$ cat config.mk
export PLATFORM = sky130hd
export DESIGN_NAME = bram_stream_reader
export DESIGN_NICKNAME = d
export VERILOG_FILES = /design/src/rtl/bram_stream_reader_pkg.sv /design/src/rtl/bram_reader_skid_fifo.sv /design/src/rtl/bram_stream_reader.sv
export SDC_FILE = /design/constraint.sdc
export NUM_CORES = 1
export LEC_CHECK = 0
export ABC_AREA = 1
export CORE_AREA = 8 8 142 178
export DETAILED_ROUTE_END_ITERATION = 6
export DIE_AREA = 0 0 150 186
export PLACE_DENSITY_LB_ADDON = 0.12
export REMOVE_ABC_BUFFERS = 1
export SLEW_MARGIN = 20
export SYNTH_ARGS = -nofsm -noshare
export SYNTH_HDL_FRONTEND = slang
export SYNTH_HIERARCHICAL = 1
export SYNTH_SLANG_ARGS = --single-unit
$ cat constraint.sdc
create_clock -name clock_i -period 2.15 [get_ports clock_i]
set_input_delay 0.43 -clock clock_i [delete_from_list [all_inputs] [get_ports clock_i]]
set_output_delay 0.43 -clock clock_i [all_outputs]
set_load 0.05 [all_outputs]
$ cat src/rtl/bram_stream_reader_pkg.sv
// bram_stream_reader_pkg: shared state encoding and buffer sizing for the BRAM stream reader
package bram_stream_reader_pkg;
  typedef enum logic [1:0] {IDLE, READ, DRAIN} state_t;
  localparam int BUF_DEPTH = 2;
endpackage

$ cat src/rtl/bram_reader_skid_fifo.sv
// bram_reader_skid_fifo: 2-entry data+last buffer absorbing BRAM read latency under backpressure
// Ports: clock_i/reset_n_i clock and async active-low reset; flush_i empties the buffer;
// push_i/push_data_i/push_last_i write side; pop_i read side; data_o/last_o head entry;
// valid_o non-empty; count_o occupancy 0..2.
module bram_reader_skid_fifo
  import bram_stream_reader_pkg::*;
#(
  parameter int W = 64
) (
  input  logic         clock_i,
  input  logic         reset_n_i,
  input  logic         flush_i,
  input  logic         push_i,
  input  logic [W-1:0] push_data_i,
  input  logic         push_last_i,
  input  logic         pop_i,
  output logic [W-1:0] data_o,
  output logic         last_o,
  output logic         valid_o,
  output logic [1:0]   count_o
);
  logic [W-1:0] mem_d [BUF_DEPTH];
  logic         mem_l [BUF_DEPTH];
  logic         wr_ptr, rd_ptr;

  always_ff @(posedge clock_i or negedge reset_n_i) begin
    if (!reset_n_i) begin
      mem_d   <= '{default: '0};
      mem_l   <= '{default: 1'b0};
      wr_ptr  <= 1'b0;
      rd_ptr  <= 1'b0;
      count_o <= 2'd0;
    end else if (flush_i) begin
      wr_ptr  <= 1'b0;
      rd_ptr  <= 1'b0;
      count_o <= 2'd0;
    end else begin
      if (push_i) begin
        mem_d[wr_ptr] <= push_data_i;
        mem_l[wr_ptr] <= push_last_i;
        wr_ptr        <= ~wr_ptr;
      end
      if (pop_i) rd_ptr <= ~rd_ptr;
      count_o <= count_o + {1'b0, push_i} - {1'b0, pop_i};
    end
  end

  assign data_o  = mem_d[rd_ptr];
  assign last_o  = mem_l[rd_ptr];
  assign valid_o = count_o != 2'd0;
endmodule

$ cat src/rtl/bram_stream_reader.sv
// bram_stream_reader: turns a (base, length) job into a valid/ready stream read from a 1-cycle-latency BRAM
// Ports: clock_i/reset_n_i clock and async active-low reset; start_i/base_addr_i/length_i job request;
// abort_i flushes the job; busy_o/done_o job status; bram_addr_o/bram_data_i BRAM read port;
// data_o/valid_o/ready_i/last_o output stream.
module bram_stream_reader
  import bram_stream_reader_pkg::*;
#(
  parameter int RAM_WIDTH = 64,
  parameter int RAM_DEPTH = 512,
  localparam int ADDR_W = $clog2(RAM_DEPTH)
) (
  input  logic                 clock_i,
  input  logic                 reset_n_i,
  input  logic                 start_i,
  input  logic                 abort_i,
  input  logic [ADDR_W-1:0]    base_addr_i,
  input  logic [ADDR_W:0]      length_i,
  output logic                 busy_o,
  output logic                 done_o,
  output logic [ADDR_W-1:0]    bram_addr_o,
  input  logic [RAM_WIDTH-1:0] bram_data_i,
  output logic [RAM_WIDTH-1:0] data_o,
  output logic                 valid_o,
  input  logic                 ready_i,
  output logic                 last_o
);
  localparam logic [ADDR_W:0]   ONE      = 1;
  localparam logic [ADDR_W-1:0] ADDR_MAX = ADDR_W'(RAM_DEPTH - 1);

  state_t          state;
  logic [ADDR_W:0] remaining;
  logic            inflight, inflight_last;
  logic [1:0]      count;
  logic            pop, issue;
  logic [ADDR_W-1:0] next_addr;

  assign pop       = valid_o & ready_i;
  // buffered + in flight - leaving must leave room for one more word
  assign issue     = (state == READ) && ({1'b0, count} + {2'b0, inflight} < 3'd2 + {2'b0, pop});
  assign next_addr = (bram_addr_o == ADDR_MAX) ? '0 : bram_addr_o + 1'b1;
  assign busy_o    = state != IDLE;

  bram_reader_skid_fifo #(.W(RAM_WIDTH)) u_fifo (
    .clock_i     (clock_i),
    .reset_n_i   (reset_n_i),
    .flush_i     (abort_i),
    .push_i      (inflight & ~abort_i),
    .push_data_i (bram_data_i),
    .push_last_i (inflight_last),
    .pop_i       (pop),
    .data_o      (data_o),
    .last_o      (last_o),
    .valid_o     (valid_o),
    .count_o     (count)
  );

  always_ff @(posedge clock_i or negedge reset_n_i) begin
    if (!reset_n_i) begin
      state         <= IDLE;
      remaining     <= '0;
      inflight      <= 1'b0;
      inflight_last <= 1'b0;
      done_o        <= 1'b0;
      bram_addr_o   <= '0;
    end else begin
      done_o        <= 1'b0;
      inflight      <= issue & ~abort_i;
      inflight_last <= issue && remaining == ONE;
      if (abort_i) state <= IDLE;
      else begin
        case (state)
          IDLE: if (start_i) begin
            bram_addr_o <= base_addr_i;
            remaining   <= length_i;
            if (length_i == '0) done_o <= 1'b1;
            else state <= READ;
          end
          READ: if (issue) begin
            bram_addr_o <= next_addr;
            remaining   <= remaining - ONE;
            if (remaining == ONE) state <= DRAIN;
          end
          DRAIN: if (pop && last_o) begin
            state  <= IDLE;
            done_o <= 1'b1;
          end
          default: state <= IDLE;
        endcase
      end
    end
  end
endmodule
---- Word-level counts from Yosys, hierarchy flattened ----
Index checks and enable logic that the tools add are counted.
Widths: inputs -> output; s select.
storage, ports and cells
  word-level logic and storage cells ...... 92
  output and inout port bits .............. 77
  bits in registers ....................... 158
  input port bits ......................... 88
operators by class
  bitwise gates (word level) .............. 8
  multiplexer cells ....................... 36
  reductions and logical operators ........ 14
  order comparisons ....................... 4
  eq/ne operators ......................... 11
  $add $sub $neg .......................... 6
operators with widths
  kind                   count
  $mux 64                4
  $bwmux 128             1
  $demux 64 s1           1
  $mux 9                 3
  $mux 10                2
  $pmux 10 s2            1
  $pmux 9 s2             1
  $mux 2                 7
  $mux 1                 12
  $ne 3x3->1 const B     4
  $eq 10x1->1 const B    1
  $logic_not 10->1       1
  $reduce_bool 2->1      5
  $sub 10x1->10 const B  1
  $add 9x1->9 const B    1
  $eq 9x9->1 const B     1
  $pmux 2 s3             1
  $reduce_and 5->1       1
  $ge 2x2->1 const B     2
  $logic_and 1x1->1      4
  $ne 2x2->1 const B     2
  $not 1->2              2
  $reduce_and 4->1       1
  $add 2x1->3            1
  15 further kinds       19

---- Longest topological paths before layout ----
Gate-level depths: netlist of the first run.
  word-level depth ........................ 8
  gate-level depth with buffers ........... 11
  mapped depth without buffers ............ 11

---- By module ----
The synthesis of the first run kept the hierarchy.
modules (own cells, without submodules)
  module                 cells each  instances  sequential area each (um^2)  area each (um^2)
  bram_reader_skid_fifo  582         1          3,353.2                      6,045.8
  bram_stream_reader     262         1          600.6                        1,681.6

---- Worst setup path before layout of the first run ----
No wires, ideal clock.
  kind .................................... register to register
  start point ............................. register bram_addr_o[0]
  end point ............................... register bram_addr_o[2]
  path slack .............................. 0.220 ns
  stages on the path, launching flop included .. 12
  arrival ................................. 1.863 ns
  setup time .............................. 0.066 ns
  buffers on the path ..................... 0
  required time ........................... 2.084 ns
  period minus slack after synthesis ...... 1.930 ns
  cells stage by stage .................... dfrtp_1 ha_1 nand2_1 inv_1 nand4_1 nor2_1 ha_1 nor2_2 o21ai_0 o21ai_0 nand2_1 nand2_1
on the way
  longest elaborated chain between the ends .. 4
  elaborated cells on any way between the ends .. 5
  those cells by class .................... add/sub (1); eq/ne (1); mux (3)
RTL lines
  what                                       RTL line                  text
  start: declaration                         bram_stream_reader.sv:20  output logic [ADDR_W-1:0] bram_addr_o,
  start signal: assignment                   bram_stream_reader.sv:73  bram_addr_o <= base_addr_i;
  start signal: assignment                   bram_stream_reader.sv:79  bram_addr_o <= next_addr;
  $add 9x1->9 or $eq 9x9->1 (tied branches)  bram_stream_reader.sv:40  assign next_addr = (bram_addr_o == ADDR_MAX) ? '0 : bram_addr_o + 1'b1;
  $mux 9 *                                   bram_stream_reader.sv:40
  $mux 9 *                                   bram_stream_reader.sv:78  READ: if (issue) begin
  $pmux 9 s2 *                               bram_stream_reader.sv:71  case (state)
Mark *: on every way between the ends. The rest lies on a longest branch, timed or not. The select of a mux whose other input is x is not followed.
A chain may end at the register's enable or synchronous reset.

---- Worst setup path after layout of the first run ----
  start point ............................. register u_fifo.rd_ptr
  end point ............................... output data_o[44]
on the way
  longest elaborated chain between the ends .. 4
RTL lines
  what                                         RTL line                     text
  start: declaration                           bram_reader_skid_fifo.sv:24  logic wr_ptr, rd_ptr;
  start signal: assignment                     bram_reader_skid_fifo.sv:43  if (pop_i) rd_ptr <= ~rd_ptr;
  $not 1->2 (not written as such)              bram_reader_skid_fifo.sv:48  assign data_o = mem_d[rd_ptr];
  $mux 64 (not written as such) (3 in series)  bram_reader_skid_fifo.sv:48
  end: declaration                             bram_stream_reader.sv:22     output logic [RAM_WIDTH-1:0] data_o,
Every way passes these cells. The select of a mux whose other input is x is not followed.

==> flow_summary.ini, run 1 <==
[synth]
synthDistinctLibCells = 29
ys_async_sr_fraction_pct = 100
synth.area.top_cells = dfrtp_1 (51%), nand2_1 (12%), mux2_2 (9.5%)
syn_inst = 844
yosys_warnings = 6
avgSynthCellArea_um2 = 9.16
synth_top_area_cell = dfrtp_1
synthTopCellsByCount = nand2_1 (241), dfrtp_1 (158), inv_1 (97), o21ai_0 (85), mux2_2 (65)
syn_area_um2 = 7730
synth.most_common_cell = nand2_1
synth.top_cell.area_share_pct = 51.2
ys_ff_latch = 158
synth_ff_type = dfrtp_1
ys_seq_area_share_pct = 51.2
synth_edf_count = 0

[final_layout]
drive_above_1_share_pct = 22.5
fillers = 2264
finalNonFillerCells = 1305
syn_to_final_growth_pct = 31.0
nets = 1101
finalInstanceArea_um2 = 10100
num_antenna_cells = 0

[placement]
numPortBuffers = 164
dp_hpwl_um = 13400
placedCellCount = 1273
place.gp.congestion = 0.808
dpl_cell_area_um2 = 9450

[status]
status = complete, no violations

[timing]
period_share_pct = 98.5
hold_viol = 0
whs_ns = 0.445
setup_violations = 0
setup-tns-final_ns = 0
drv_slew = 0
slew_headroom_pct = 64.2
fmax_ghz = 0.472
min_period_ns = 2.12
clock_skew_ns = 0.0114
tightestPinTransition_ns = 0.536
rsz0062_at_grt = yes

[pwr]
cellPowerDensity_nw_per_um2 = 1460
power_frac_comb_pct = 47.8
seqPwrFrac_pct = 29.4
power_mw = 14.8
pwr-share-clk_pct = 22.8
p_int_mw = 8.36
p_sw_share_pct = 43.5
power_leakage_nw = 5.07
peakVddDrop_v = 0.000634
power_switching_mw = 6.44

[drt]
avgViaCountPerCell = 4.45
drtPass1Iterations = 4
vias = 5801
wl_per_cell_um = 14.5
drc_errors = 0
wirelength_um = 18900
drtAntennaViolNets = 0
drt_iter0_drc = 244

[die]
core_um2 = 22500
start_util_pct = 34.3
die-area_um2 = 27900
die_width_um = 150
ios = 165
num_rows = 62
chipHeight_um = 186

[flow_run]
maxCapViolCount = 0

[setup_path]
r2r-end = bram_addr_o[4]
r2r_cells = 10
cp-endpoint = data_o[44]
endpoint_kind = output pin
path_class = reg2out
r2r_start = bram_addr_o[0]
ff2ff_setup_slack_ns = 0.38
start_kind = flip-flop
required_ns = 1.72
cp-startpoint = u_fifo/rd_ptr
path_max_fanout = 39
arrival_ns = 1.69

[clock_network]
clock_latency_ns = 0.42
ctsRootBufferMaster = clkbuf_16
tritoncts = yes
cts_max_path_buffers = 2
cts_made_buffers = 17
numClockSinks = 158
htreeDepth = 4
cts.reportedPaths.clkPinSlew_ns = 0.07
cts_setup_buffers = 0

[global_route]
grt_max_degree = 71
overflow = 0
grt_pass1_vias = 6179
gr-usage-all-layers_pct = 14.2
grt_antenna_before_repair = 0
grt_pass1_wl_um = 31600

[worst_hold_path]
min_path_type = in2async
==> cell usage in the layout (no fill, tap or decap), types with 8 or more instances in the layout <==
| master | count |
|---|---|
| o21ai_0 | 85 |
| a21oi_1 | 8 |
| dfrtp_1 | 157 |
| nand3_1 | 26 |
| clkbuf_16 | 17 |
| ha_1 | 8 |
| mux2_2 | 64 |
| buf_12 | 8 |
| buf_4 | 74 |
| o21ai_1 | 28 |
| inv_1 | 97 |
| o21ai_2 | 35 |
| clkdlybuf4s50_1 | 91 |
| nor2_1 | 34 |
| nand2_1 | 241 |
==> state kept, by name, indices dropped and copies added, names as in the netlist <==
signal / count
u_fifo/mem_d: 128
u_fifo/count_o: 2
bram_addr_o: 9
u_fifo/wr_ptr: 1
remaining: 10
inflight_last: 1
done_o: 1
state: 2
u_fifo/rd_ptr: 1
inflight: 1
u_fifo/mem_l: 2
==> cell type report <==
| class | count | area (µm²) | share of cell area, % |
|---|---|---|---|
| inverter | 100 | 375 | 3.71 |
| tap | 288 | 360 | 3.56 |
| sequential | 158 | 3960 | 39.1 |
| clock inverter | 14 | 231 | 2.29 |
| multi-input combinational | 546 | 3060 | 30.2 |
| clock buffer | 17 | 425 | 4.20 |
| timing repair buffer | 182 | 1720 | 17.0 |
==> worst min path at each step <==
| stage | start | end | slack, ns |
|---|---|---|---|
| 2_1_floorplan | reset_n_i | bram_addr_o[0] | 0.13 |
| 3_3_place_gp | reset_n_i | bram_addr_o[3] | 0.33 |
| 3_5_place_dp | reset_n_i | bram_addr_o[3] | 0.33 |
| 4_1_cts | reset_n_i | bram_addr_o[3] | 0.45 |
| 5_1_grt | reset_n_i | bram_addr_o[4] | 0.46 |
| 6_report | reset_n_i | bram_addr_o[3] | 0.44 |
==> power groups by stage <==
stage          Sequential [mW]  Clock [mW]  Combinational, mW
2_1_floorplan             4.57           0               4.80
3_3_place_gp              4.37           0               7.19
3_5_place_dp              4.38           0               7.19
4_1_cts                   4.35        3.47               7.21
5_1_grt                   4.47        3.57               7.63
6_report                  4.35        3.37               7.08
==> per-stage QoR <==
| step | setup WS, ns | util [%] |
|---|---|---|
| global placement | 0.324 | 42.0 |
| detailed placement | 0.276 | 42.0 |
| finish | 0.0332 | 45.0 |
| global route | -0.0277 | 45.0 |
| CTS | 0.000858 | 45.0 |
| floorplan | -0.824 | - |
==> layer usage <==
metal  wire, µm  global-route usage (%)  vias to the layer above
li1           -                       -                     3018
met1       8360                    17.2                     2652
met2       9060                    23.9                      114
met3       1220                    4.06                       17
met4        238                    4.45                        0
met5          0                       0                        -
==> logic make-up (layout without fill, tap and decap cells) <==
| logic type | after synthesis | count (layout) | share of synthesized area [%] |
|---|---|---|---|
| adder cells (fa/ha/maj) | 8 | 8 | 1.30 |
| AO/OA/AOI/OAI | 159 | 159 | 12.2 |
| multiplexers | 65 | 65 | 9.47 |
| XOR/XNOR | 1 | 1 | 0.113 |
| AND/OR/NAND/NOR | 313 | 313 | 16.3 |
| buffers and inverters | 140 | 313 | 9.41 |
| flip-flops | 158 | 158 | 51.2 |
==> worst max-delay path, stage by stage, from the launching register on <==
cell     delay [ns]
dfrtp_2        0.40
buf_12         0.25
mux2_2         0.39
buf_4          0.20
==> repair_timing <==
action | CTS | global route
hold endpoints to repair | 25 | 0
hold buffers | 1 | 0
setup endpoints to repair | 31 | 21
gates resized for setup | 8 | 1
(Power assumes the default switching activity.)
==> run 2, diff against run 1 <==
- ABC_AREA: 1 -> 0
- CORE_AREA: 8 8 142 178 -> 8 8 141 176
- DIE_AREA: 0 0 150 186 -> 0 0 149 184
- MAX_ROUTING_LAYER: default -> met4
==> flow_summary.ini, run 2 <==
[setup_path]
path_max_fanout = 24
endpoint_kind = output pin
slowest_delay_ns = 0.45
required_ns = 1.72
path_class = reg2out
start_kind = flip-flop
arrival_ns = 1.67
crit_chain = buf_12, mux2_2, buf_4
cpMaxStageDelayCell = dfrtp_2

[final_layout]
largest_register_ffs = 128
nets = 830
reg_top3 = u_fifo/mem_d x128, remaining x10, bram_addr_o x9
num_antenna_cells = 0
finalInstanceArea_um2 = 10400
syn_to_final_growth_pct = 36.5
drive_above_1_share_pct = 41.0
fillers = 1970
final_common_cell = dfrtp_1
regMostFlops = u_fifo/mem_d
layout_common_cells = dfrtp_1 (157), buf_4 (101), mux2_2 (92)

[flow_run]
maxCapViolCount = 0

[pwr]
p_int_mw = 8.16
power_frac_comb_pct = 48.3
pwr-share-clk_pct = 21.8
p_sw_share_pct = 42.3
power_mw = 14.1
power_leakage_nw = 4.87
seqPwrFrac_pct = 30.0
peakVddDrop_v = 0.000664
cellPowerDensity_nw_per_um2 = 1370
power_switching_mw = 5.99

[die]
chipHeight_um = 184
die_width_um = 149
ios = 165
core_um2 = 22000
die-area_um2 = 27400
start_util_pct = 34.5
num_rows = 61

[timing]
tightestPinTransition_ns = 0.612
rsz0062_at_grt = yes
fmax_ghz = 0.476
whs_ns = 0.396
hold_viol = 0
drv_slew = 0
clock_skew_ns = 0.0119
slew_headroom_pct = 59.2
setup_violations = 0
min_period_ns = 2.10
period_share_pct = 97.7

[clock_network]
tritoncts = yes
cts_made_buffers = 17
cts_max_path_buffers = 2
htreeDepth = 4
cts.reportedPaths.clkPinSlew_ns = 0.07
ctsRootBufferMaster = clkbuf_16
clock_latency_ns = 0.42
numClockSinks = 158

[synth]
yosys_warnings = 6
avgSynthCellArea_um2 = 14.2
synthTopCellsByCount = dfrtp_1 (158), mux2_2 (95), mux2_1 (50), mux2_4 (50), nor2_1 (16)
syn_area_um2 = 7580
synth.top_cell.area_share_pct = 52.1
synth_edf_count = 0
ys_async_sr_fraction_pct = 100
synth_ff_type = dfrtp_1
synth.area.top_cells = dfrtp_1 (52%), mux2_2 (14%), mux2_4 (9.9%)
ys_ff_latch = 158
synth_top_area_cell = dfrtp_1
ys_seq_area_share_pct = 52.1
syn_inst = 536
synthDistinctLibCells = 46
synth.most_common_cell = dfrtp_1

[drt]
drc_errors = 0
avgViaCountPerCell = 4.99
drtPass1Iterations = 4
wirelength_um = 19600
drtAntennaViolNets = 0
wl_per_cell_um = 19.0
drt_iter0_drc = 196
vias = 5137

[global_route]
grt_max_degree = 69
gr-usage-all-layers_pct = 15.0
grt_antenna_before_repair = 0
grt_pass1_wl_um = 31400
overflow = 0
grt_pass1_vias = 5862

[worst_hold_path]
min_path_type = in2async

[placement]
place.gp.congestion = 0.816
dp_hpwl_um = 13900
numPortBuffers = 164
dpl_cell_area_um2 = 9650

[status]
status = complete, no violations
## run 2: cell types whose count changed after synthesis, moves of 10 or more
cell / delta
nor3_1: +10
nand3_1: -21
mux2_1: +50
nand2_1: -234
mux2_4: +50
o21ai_2: -35
inv_1: -92
nor2_1: -18
mux2_2: +30
o2bb2ai_1: +14
o21ai_0: -79
buf_6: -11
o21ai_1: -28
## run 2: worst paths after layout
kind / start / end / slack, ns / cells after the start
worst min register to register: u_fifo/mem_d[78] / u_fifo/mem_d[78] / 0.48 / 1
min in group clock_i: u_fifo/mem_d[78] / u_fifo/mem_d[78] / 0.48 / 1
worst max register to register: bram_addr_o[0] / bram_addr_o[5] / 0.08 / 9
worst max-delay path: u_fifo/rd_ptr / data_o[51] / 0.05 / 3
worst min-delay path: reset_n_i / remaining[1] / 0.40 / 2
max in group asynchronous: reset_n_i / u_fifo/mem_d[37] / 1.13 / 3
## run 2: area by class of cell
| class | count | area, µm² | share of cell area (%) |
|---|---|---|---|
| inverters | 5 | 18.8 | 0.181 |
| flip-flops and latches | 158 | 3960 | 38.2 |
| clock inverters | 14 | 175 | 1.69 |
| multi-input cells | 339 | 3420 | 33.1 |
| well taps | 283 | 354 | 3.42 |
| clock buffers | 18 | 429 | 4.15 |
| repair buffers | 213 | 2000 | 19.3 |
## run 2: stage by stage
step	utilization [%]	worst slack (ns)	cells	setup TNS, ns
2_1_floorplan	-	-1.77	501	-260.30
3_3_place_gp	43.9	-0.152	994	-3.47
3_5_place_dp	43.9	-0.214	994	-12.98
4_1_cts	46.8	0.000813	1027	0
5_1_grt	47.1	-0.0176	1030	-0.0233
6_report	47.1	0.0487	1030	0
## run 2: what timing repair did
item / CTS / global route
hold buffers: 1 / 0
pin swaps: 0 / 3
endpoints found under the setup margin: 41 / 24
gates resized for setup: 13 / 11
setup buffers: 0 / 2
cloned: 0 / 1
endpoints found under the hold margin: 10 / 0
## run 2: kinds of logic after synthesis
family,Yosys count,share of synthesized area (%)
mux,196,31.6
compound gates,58,5.23
flops,158,52.1
buf+inv,40,3.70
simple gates,73,5.54
xor+xnor,3,0.528
fa+ha+maj,8,1.32
## run 2: worst max-delay path, delay by kind of cell, from the launching register on
family / cells / cell delay [ns]
buffers and inverters: 2 / 0.41
flip-flops: 1 / 0.45
multiplexers: 1 / 0.38
## run 2: per-layer routing
layer	GRT usage (%)	share of wire [%]	vias to the layer above
met5	-	0	-
met4	5.26	1.9	0
met3	3.10	3.8	30
met2	26.0	53	135
met1	16.8	42	2608
li1	-	-	2364
## run 2: power by group through the flow
stage / Clock, mW / Sequential [mW] / Combinational, mW
after CTS: 3.17 / 4.24 / 6.87
after global placement: 0 / 4.23 / 6.77
after detailed placement: 0 / 4.29 / 6.85
after floorplan: 0 / 4.46 / 4.39
after global routing: 3.31 / 4.36 / 7.18
final: 3.08 / 4.24 / 6.82
